$ cat src/rtl/vram_arbiter.sv
// vram_arbiter: shares one 8-bit video RAM bank (two paralleled 1024x4 SRAMs)
// between the video scan-out fetcher and the CPU bus. Each grant runs a
// fixed read sequence or a setup/strobe/hold write pulse on the RAM pins.
// Optional feature: define VRAM_ARB_FAIR_EN for round-robin arbitration.
// Without it, video has strict priority.

module vram_arbiter #(
    parameter int unsigned WR_STROBE = 2
) (
    input  logic       clk_i,
    input  logic       rst_i,
    input  logic       vid_req_i,
    input  logic [9:0] vid_addr_i,
    output logic       vid_ack_o,
    output logic [7:0] vid_data_o,
    input  logic       cpu_req_i,
    input  logic       cpu_we_i,
    input  logic [9:0] cpu_addr_i,
    input  logic [7:0] cpu_wdata_i,
    output logic [7:0] cpu_rdata_o,
    output logic       cpu_ack_o,
    output logic       cpu_wait_o,
    output logic       ram_cs_n_o,
    output logic       ram_we_n_o,
    output logic [9:0] ram_addr_o,
    output logic [7:0] ram_dout_o,
    output logic       ram_doe_o,
    input  logic [7:0] ram_din_i
);

    typedef enum logic [2:0] {
        S_IDLE,
        S_RD_ADDR,
        S_RD_SAMPLE,
        S_WR_SETUP,
        S_WR_STROBE,
        S_WR_HOLD
    } state_t;

    // The strobe counter counts down to zero, so it is loaded with length-1.
    localparam logic [2:0] STROBE_LOAD = 3'(WR_STROBE - 1);

    state_t     state_q, state_d;
    logic       owner_cpu_q, owner_cpu_d;
    logic [9:0] addr_q, addr_d;
    logic [7:0] data_q, data_d;
    logic [2:0] cnt_q, cnt_d;
    logic [7:0] vid_data_q, cpu_rdata_q;
    logic       grant_vid, grant_cpu;
    logic       cpu_ack;

`ifdef VRAM_ARB_FAIR_EN
    logic last_cpu_q;

    // On a tie, grant the side that was not served last.
    always_comb begin
        grant_cpu = cpu_req_i & (~vid_req_i | ~last_cpu_q);
        grant_vid = vid_req_i & ~grant_cpu;
    end

    // Track who won the most recent grant; after reset video counts as served last.
    always_ff @(posedge clk_i or posedge rst_i) begin
        if (rst_i) begin
            last_cpu_q <= 1'b0;
        end else if (state_q == S_IDLE && (grant_vid || grant_cpu)) begin
            last_cpu_q <= grant_cpu;
        end
    end
`else
    // Strict priority: a pending video fetch always beats the CPU.
    always_comb begin
        grant_vid = vid_req_i;
        grant_cpu = cpu_req_i & ~vid_req_i;
    end
`endif

    // Next-state sequencing plus the RAM pin waveforms decoded from the current state.
    always_comb begin
        state_d     = state_q;
        owner_cpu_d = owner_cpu_q;
        addr_d      = addr_q;
        data_d      = data_q;
        cnt_d       = cnt_q;
        ram_cs_n_o  = 1'b1;
        ram_we_n_o  = 1'b1;
        ram_doe_o   = 1'b0;
        vid_ack_o   = 1'b0;
        cpu_ack     = 1'b0;
        case (state_q)
            S_IDLE: begin
                if (grant_vid) begin
                    owner_cpu_d = 1'b0;
                    addr_d      = vid_addr_i;
                    state_d     = S_RD_ADDR;
                end else if (grant_cpu) begin
                    owner_cpu_d = 1'b1;
                    addr_d      = cpu_addr_i;
                    if (cpu_we_i) begin
                        data_d  = cpu_wdata_i;
                        state_d = S_WR_SETUP;
                    end else begin
                        state_d = S_RD_ADDR;
                    end
                end
            end
            S_RD_ADDR: begin
                ram_cs_n_o = 1'b0;
                state_d    = S_RD_SAMPLE;
            end
            S_RD_SAMPLE: begin
                ram_cs_n_o = 1'b0;
                vid_ack_o  = ~owner_cpu_q;
                cpu_ack    = owner_cpu_q;
                state_d    = S_IDLE;
            end
            S_WR_SETUP: begin
                ram_cs_n_o = 1'b0;
                ram_doe_o  = 1'b1;
                cnt_d      = STROBE_LOAD;
                state_d    = S_WR_STROBE;
            end
            S_WR_STROBE: begin
                ram_cs_n_o = 1'b0;
                ram_we_n_o = 1'b0;
                ram_doe_o  = 1'b1;
                if (cnt_q == 3'd0) begin
                    state_d = S_WR_HOLD;
                end else begin
                    cnt_d = cnt_q - 3'd1;
                end
            end
            S_WR_HOLD: begin
                ram_cs_n_o = 1'b0;
                ram_doe_o  = 1'b1;
                cpu_ack    = 1'b1;
                state_d    = S_IDLE;
            end
            default: begin
                state_d = S_IDLE;
            end
        endcase
    end

    // State, latched transaction and read-data registers; reset forces the pins idle at once.
    always_ff @(posedge clk_i or posedge rst_i) begin
        if (rst_i) begin
            state_q     <= S_IDLE;
            owner_cpu_q <= 1'b0;
            addr_q      <= 10'd0;
            data_q      <= 8'h00;
            cnt_q       <= 3'd0;
            vid_data_q  <= 8'h00;
            cpu_rdata_q <= 8'h00;
        end else begin
            state_q     <= state_d;
            owner_cpu_q <= owner_cpu_d;
            addr_q      <= addr_d;
            data_q      <= data_d;
            cnt_q       <= cnt_d;
            if (state_q == S_RD_SAMPLE) begin
                if (owner_cpu_q) begin
                    cpu_rdata_q <= ram_din_i;
                end else begin
                    vid_data_q <= ram_din_i;
                end
            end
        end
    end

    assign ram_addr_o  = addr_q;
    assign ram_dout_o  = data_q;
    assign vid_data_o  = vid_data_q;
    assign cpu_rdata_o = cpu_rdata_q;
    assign cpu_ack_o   = cpu_ack;
    assign cpu_wait_o  = cpu_req_i & ~cpu_ack;

endmodule

$ cat config.mk
export PLATFORM = sky130hd
export DESIGN_NAME = vram_arbiter
export DESIGN_NICKNAME = d
export VERILOG_FILES = /design/src/rtl/vram_arbiter.sv
export SDC_FILE = /design/constraint.sdc
export NUM_CORES = 1
export LEC_CHECK = 0
export ABC_AREA = 1
export CORE_UTILIZATION = 38
export CTS_CLUSTER_SIZE = 28
export DETAILED_ROUTE_END_ITERATION = 8
export PLACE_DENSITY = 0.75
export SETUP_SLACK_MARGIN = 0.05
export SYNTH_ARGS = -nofsm -noshare
export SYNTH_HDL_FRONTEND = slang
export SYNTH_SLANG_ARGS = --single-unit
$ cat constraint.sdc
create_clock -name clk_i -period 1.3 [get_ports clk_i]
set_clock_uncertainty 0.15 [all_clocks]
set_input_delay 0.195 -clock clk_i [delete_from_list [all_inputs] [get_ports clk_i]]
set_output_delay 0.195 -clock clk_i [all_outputs]
set_load 0.05 [all_outputs]
* Word-level counts from Yosys, hierarchy flattened
Index checks and enable logic that the tools add are counted.
** Word-level totals
- Word-level logic and storage cells :: 49
- Bits in registers :: 41
- Bits of input ports :: 41
** Operators by class
- Reductions and logical operators :: 12
- Add/sub/neg operators :: 1
- Mux-type cells :: 16
- Equality and inequality tests :: 8
- Bitwise logic cells :: 5
** Operators by type and width (count)
- 2-to-1 mux 10 bit :: 2
- 2-to-1 mux 3 bit :: 4
- one-hot mux 3 bit (4 select lines) :: 1
- AND reduction 2 bit :: 5
- == test 3 x 2 -> 1 bit (second input constant) :: 2
- == test 3 bit (second input constant) :: 2
- zero test 3 bit :: 2
- 2-to-1 mux 1 bit :: 6
- one-hot mux 3 bit (2 select lines) :: 1
- OR reduction 5 bit :: 1
- != test 2 bit (second input constant) :: 2
- AND reduction 4 bit :: 1
- nonzero test 2 bit :: 2
- == test 3 x 1 -> 1 bit (second input constant) :: 1
- != test 3 bit (second input constant) :: 1
- inverter 1 bit :: 3
- OR reduction 3 bit :: 1
- subtractor 3 x 1 -> 3 bit (second input constant) :: 1
- AND 1 bit :: 2
- 2-to-1 mux 2 bit :: 1
- one-hot mux 1 bit (2 select lines) :: 1

* Longest topological paths before layout
Gate-level depths: netlist of the first run.
- Depth after elaboration :: 5
- Depth in mapped cells :: 7

* Least setup slack after synthesis of the first run
OpenSTA, ideal clock, no wires.
- Path kind :: flip-flop to output port
- Start point :: register state_q[0]
- End point :: output port cpu_wait_o
- Path buffers :: 0
- Stages on the path, launching flop included :: 5
- Path slack :: -784 ps
- Arrival time :: 1739 ps
- Path through :: dfrtp_1 > inv_1 > nand3_4 > nand2_1 > nor2_1
** On the way
- Word-level cells in the longest chain between the ends :: 4
** Ends and longest elaborated chain
- start, declared :: RTL line 43 : state_t state_q, state_d;
- start signal, assigned :: RTL line 155 : state_q <= state_d;
- == test 3 bit / == test 3 x 2 -> 1 bit (equally long branches) :: RTL line 89 : case (state_q)
- one-hot mux 1 bit (2 select lines) (*) :: RTL line 89
- net cpu_ack_o :: RTL line 21 : output logic cpu_ack_o,
- inverter 1 bit (*) :: RTL line 175 : assign cpu_wait_o = cpu_req_i & ~cpu_ack;
- AND 1 bit (*) :: RTL line 175
- end, declared :: RTL line 22 : output logic cpu_wait_o,
Mark *: on every way through the listed nets, which the timed path passes. The rest lies on a longest branch.

* Final worst setup path of the first run
- Start point :: register state_q[1]
- End point :: register cpu_rdata_q[5] (netlist: cpu_rdata_o[5])
** On the way
- Word-level cells in the longest chain between the ends :: 2
** Ends and longest elaborated chain
- == test 3 x 2 -> 1 bit :: RTL line 160 : if (state_q == S_RD_SAMPLE) begin
- AND reduction 2 bit (no source line)
- end signal, assigned :: RTL line 162 : cpu_rdata_q <= ram_din_i;
- end, declared :: RTL line 48 : logic [7:0] vid_data_q, cpu_rdata_q;
Every way passes these cells.
A chain may end at the register's enable or synchronous reset.

==> results of run 1 <==
-- metrics by stage --
| step | setup TNS [ns] | utilization (%) | std cells | setup slack, ns | area, um^2 |
|---|---|---|---|---|---|
| 6_report | -9.528 | 76.86 | 409 | -0.4399 | 3702 |
| 5_1_grt | -12.37 | 76.86 | 409 | -0.4860 | 3702 |
| 4_1_cts | -6.968 | 73.95 | 399 | -0.4047 | 3562 |
| 3_5_place_dp | -5.032 | 70.73 | 389 | -0.2120 | 3407 |
| 3_3_place_gp | -4.225 | 70.73 | 389 | -0.1804 | 3407 |
| 2_1_floorplan | -0.6100 | - | 228 | -0.1443 | 2007 |
-- sequential cells by signal, summed over array words and instances (netlist names) --
signal       flops
cpu_rdata_o      8
ram_dout_o       8
vid_data_o       8
owner_cpu_q      1
ram_addr_o      10
cnt_q            3
state_q          3
-- routing by layer --
metal,wire [um],part of all wire [%],vias to the layer above
met3,247,4.3,12
met5,0,0,-
met1,2287,40,925
li1,-,-,935
met2,3113,54,54
met4,90,1.6,0
-- logic make-up (layout without fill, tap and decap cells) --
| family | count (synthesis) | count (layout) | synth area share [%] |
|---|---|---|---|
| flops | 41 | 41 | 52.94 |
| simple gates | 138 | 138 | 31.05 |
| buf+inv | 28 | 142 | 6.714 |
| fa+ha+maj | 2 | 2 | 1.291 |
| compound gates | 19 | 19 | 8.005 |
-- cell usage after synthesis --
master,instances
nand4_1,1
nand3_4,2
inv_2,2
dfrtp_1,41
nand3b_1,1
o21ai_2,16
ha_1,2
nand2_2,2
nand3_1,18
nor2_1,7
buf_6,3
inv_1,20
nor2_4,3
buf_2,2
nand2_1,104
o21ai_0,2
clkbuf_1,1
a21oi_1,1
-- worst min path at each step --
stage,end,slack (ns),cells past startpoint
floorplan,cnt_q[0],0.03,1
global placement,cnt_q[2],0.35,2
detailed placement,cnt_q[1],0.36,2
CTS,vid_data_o[3],0.15,3
global route,cpu_rdata_o[2],0.17,3
finish,vid_data_o[3],0.14,3
-- critical path: cells and delay by family, from the launching register on --
kind / cells / cell delay, ns
flops: 1 / 0.42
simple gates: 3 / 0.36
compound gates: 1 / 0.06
buf+inv: 5 / 0.63
-- final cells by class --
cell class	count	area, um^2
multi-input cells	159	928.4
inverters	22	92.59
clock inverters	1	5.005
fillers	312	1115
clock buffers	5	68.82
well taps	67	83.83
flip-flops and latches	41	1028
repair buffers	114	1495
-- where the power goes --
| part | switching [mW] | internal, mW |
|---|---|---|
| Sequential | 0.708 | 1.88 |
| Combinational | 3.77 | 3.46 |
| Clock | 0.426 | 0.354 |
| Total | 4.90 | 5.70 |
-- cell usage in the layout (no fill, tap or decap) --
cell	netlist	routed
clkdlybuf4s50_1	0	40
dfrtp_1	41	39
nand2_2	2	14
nand3_1	18	15
inv_1	20	14
buf_8	0	2
clkinvlp_4	0	2
clkbuf_8	0	5
buf_12	0	41
buf_4	0	28
inv_4	0	1
ha_4	0	2
nand4_1	1	1
nand2_1	104	86
clkinv_2	0	1
a21oi_1	1	1
o21ai_2	16	18
nand3_4	2	3
inv_2	2	5
nand2_4	0	5
nand3_2	0	2
buf_6	3	3
nor2_4	3	4
nand2_8	0	1
dfrtp_2	0	2
nand3b_1	1	1
nor2_1	7	6
-- repair_timing --
item                                    in CTS  in global routing
pin swaps                                    4                  7
buffers inserted                             4                 11
resized for setup                           18                 20
endpoints found under the setup margin      46                 56
==> flow_summary.toml, run 1 <==
[route]
first_pass_iters = 4
routed_wl_mm = 5.739
drtIter0Drc = 96
drc = 0
vias_per_cell = 4.709
detail_route.wl_per_cell_um = 14.03
postRouteAntennaNets = 0
vias = 1926

[pwr]
powerDensity_nw_per_um2 = 2863
ir_worst_vdd_mv = 1.934
power_mw = 10.60
p_leak_nw = 1.811

[global_route]
globalRouteMet3Util_pct = 5.487
grt_most_used_layer = "met2"
grt_use_total_pct = 20.77
grt_pass1_wl_mm = 8.445
grtUsageMet1_pct = 25.46
overflow = 0
antenna_found_initial = 0
grt_use_met2_pct = 35.70
grt_max_degree = 29
grt_pass1_vias = 1893

[cells_and_area]
syn_to_final_growth_pct = 91.03
antenna_cells = 0
finalNetCount = 386
drive_above_1_share_pct = 40.64

[run_status]
status = "finished with violations"
violations = "setup timing"

[die]
die_w_um = 73.42
die_y_um = 73.42
initial_core_util_pct = 40.23
num_rows = 25
core_area_um2 = 4817
io_pins = 81
die_area_um2 = 5390

[clocking]
cts_tree = "yes"
insertion_delay_ns = 0.29
clk_pin_slew_worst_paths_ns = 0.08
cts_made_buffers = 5
clkSinkCount = 41
hold_buffers = 0
cts_buffer_depth = 2
cts_root_buf = "clkbuf_8"
htreeDepth = 2

[synth]
synth_top_area_share_pct = 52.94
ys_ff_latch = 41
synth_nets = 271
synthTopCellsByArea = "dfrtp_1 53%, nand2_1 20%, o21ai_2 7.2%"
yosysUniqueCellTypes = 18
synth_seq_area_share_pct = 52.94
yosysWarningCount = 0
synth_area_leader_cell = "dfrtp_1"
syn_area_um2 = 1938
avgSynthCellArea_um2 = 8.500
postSynthCellCount = 228

[critical_path]
r2r_setup_slack_ns = -0.44
path_class = "register to register"
startpoint_type = "register"
r2r-start = "state_q[1]"
arrival_ns = 1.77
cp-startpoint = "state_q[1]"
reg2reg_depth = 9
required_ns = 1.33
cp-end-kind = "register"
cp_slowest_cell = "dfrtp_1"
path_cells = "inv_2, nor2_4, nand3_4, buf_4, buf_6, buf_4, buf_6, nand2_2, o21ai_2"
cpPeakStageDelay_ns = 0.42
r2r_end = "cpu_rdata_o[5]"
critPathMaxFanout = 8
crit_end = "cpu_rdata_o[5]"

[place]
routabilityCongestion = 0.7839
port_buffers = 80
dp_hpwl_mm = 3.874

[hold_path]
hold_path.class = "input pin to async pin"

[sta]
setup_viol = 46
min_period_ns = 1.740
fin_ws_ns = -0.4399
rsz0062_at_grt = "true"
finalHoldViolCount = 0
holdWs_ns = 0.1406
tightest_slew_ns = 0.3168
slew_violations = 0
fmax_ghz = 0.5747
fin_crit_sh_pct = 133.8
slew_headroom_pct = 78.82

[run]
drv_cap = 0
Power figures use the tool's default switching activity.
==> run 2, diff against run 1 <==
- ABC_CLOCK_PERIOD_IN_PS: unset -> 1300
- CORE_MARGIN: unset -> 3
- PLACE_DENSITY: 0.75 -> 0.73
==> run 2 against run 1 <==
Die area is 11% higher. Non-clock buffer count shrank 3. Critical path depth shrank 3. Critical path type is now register to output pin. Clock power up 11%. The run still ends with setup timing left. Sequential share of layout area rose by 0.090 points. First-iteration DRC count fell by 3.1%. Total power barely moved. Global-route usage is 2.5 points lower. Final area shrank 0.20%. Register-to-register slack improved by 0.18 ns.
==> flow_summary.toml, run 2 (synthesis results as in run 1) <==
[global_route]
grt_pass1_wl_mm = 8.618
grt_pass1_vias = 1799
grt_use_total_pct = 18.26
grt_max_degree = 30
antenna_found_initial = 0
overflow = 0

[clocking]
clk_pin_slew_worst_paths_ns = 0.08
cts_tree = "yes"
cts_made_buffers = 5
htreeDepth = 2
insertion_delay_ns = 0.30
cts_buffer_depth = 2
clkSinkCount = 41
cts_root_buf = "clkbuf_8"

[critical_path]
arrival_ns = 1.41
r2r-start = "state_q[1]"
r2r_end = "cnt_q[2]"
reg2reg_depth = 6
path_class = "register to output pin"
r2r_setup_slack_ns = -0.26
startpoint_type = "register"
cp-end-kind = "output pin"
required_ns = 0.95
critPathMaxFanout = 3

[die]
initial_core_util_pct = 40.23
die_w_um = 77.42
core_area_um2 = 4817
die_y_um = 77.42
die_area_um2 = 5993
num_rows = 25
io_pins = 81

[place]
routabilityCongestion = 0.7272
dp_hpwl_mm = 4.081
port_buffers = 80
dpl_cell_area_um2 = 3402

[hold_path]
hold_path.class = "input pin to async pin"

[sta]
min_period_ns = 1.757
fin_crit_sh_pct = 135.1
setup_viol = 46
slew_violations = 0
slew_headroom_pct = 81.22
tightest_slew_ns = 0.2809
finalHoldViolCount = 0
fmax_ghz = 0.5693
fin_ws_ns = -0.4567
rsz0062_at_grt = "true"

[route]
drc = 0
first_pass_iters = 4
vias = 1876
postRouteAntennaNets = 0
drtIter0Drc = 93
routed_wl_mm = 5.720
vias_per_cell = 4.609
detail_route.wl_per_cell_um = 14.05

[run]
drv_cap = 0

[cells_and_area]
syn_to_final_growth_pct = 90.64
n_fill_cell = 328
layout_commonest_cell = "nand2_1"
drive_above_1_share_pct = 38.53
finalNetCount = 383
design_area_um2 = 3695
finish.utilization_pct = 76.70
layout_common_cells = "91 x nand2_1, 41 x buf_12, 40 x clkdlybuf4s50_1, 38 x dfrtp_1, 21 x buf_4"
largest_reg_flops = 10
antenna_cells = 0

[pwr]
powerDensity_nw_per_um2 = 2867
ir_worst_vdd_mv = 1.697
p_leak_nw = 1.803

[run_status]
status = "finished with violations"
violations = "setup timing"
run 2: cell count changes in the layout (fill, tap and decap cells not counted), sizes merged:
| cell | change |
|---|---|
| buf | -3 |
| clkinvlp | +1 |
| clkinv | -1 |
| clkbuf | +1 |
run 2: stage by stage:
stage	hold slack (ns)	setup WS, ns	total power, mW	setup TNS (ns)	std cells
2_1_floorplan	0.03014	-0.1443	5.742	-0.6100	228
3_5_place_dp	0.3524	-0.2225	9.149	-5.461	390
5_1_grt	0.1683	-0.4985	11.07	-12.15	407
4_1_cts	0.1414	-0.4102	10.19	-6.376	402
6_report	0.1395	-0.4567	10.59	-9.218	407
3_3_place_gp	0.3419	-0.1739	9.014	-4.444	390
run 2: power breakdown:
part / switching [mW] / leakage, nW / internal (mW) / total [mW]
registers: 0.709 / 0.508 / 1.89 / 2.60
clock network: 0.445 / 0.0433 / 0.420 / 0.865
logic: 3.72 / 1.25 / 3.41 / 7.13
total: 4.87 / 1.80 / 5.72 / 10.6
run 2: how the worst max path moves through the flow:
stage,startpoint,to,slack [ns],cells past startpoint
finish,state_q[1],cpu_wait_o,-0.46,6
global route,state_q[1],cpu_wait_o,-0.50,6
CTS,state_q[1],cpu_wait_o,-0.41,6
detailed placement,vid_req_i,ram_dout_o[4],-0.22,6
global placement,vid_req_i,ram_addr_o[5],-0.17,7
floorplan,state_q[1],cpu_wait_o,-0.14,5
run 2: layer usage:
metal / vias up / GRT usage, % / routed length, um
li1: 932 / - / -
met1: 882 / 22.60 / 2251
met2: 55 / 30.66 / 3084
met3: 7 / 5.104 / 292
met4: 0 / 6.228 / 91
met5: - / 0 / 0
run 2: timing repair:
action	in CTS	in global routing
hold buffers	0	0
endpoints found under the hold margin	0	0
setup buffers	5	7
resized for setup	9	31
pin swaps	5	5
setup endpoints to repair	48	54
run 2: layout make-up:
type                    count  area, um^2  area share (%)
repair buffers            111        1488           40.26
flip-flops and latches     41        1030           27.87
multi-input cells         159       910.9           24.65
inverters                  22       92.59           2.506
well taps                  67       83.83           2.269
clock buffers               6       82.58           2.235
clock inverters             1       7.507          0.2032
run 2: worst max-delay path, cell delays in order (launching register included):
cell and delay (ns):
dfrtp_1 0.42, inv_2 0.09, nor2_4 0.17, nand3_4 0.13, nand2_8 0.10, nor2_4 0.05, buf_12 0.14
==> run 3, diff against run 2 <==
- CTS_CLUSTER_DIAMETER: unset -> 200
==> results of run 3 <==
Final layout, timing and power as in run 2 (identical DEF).
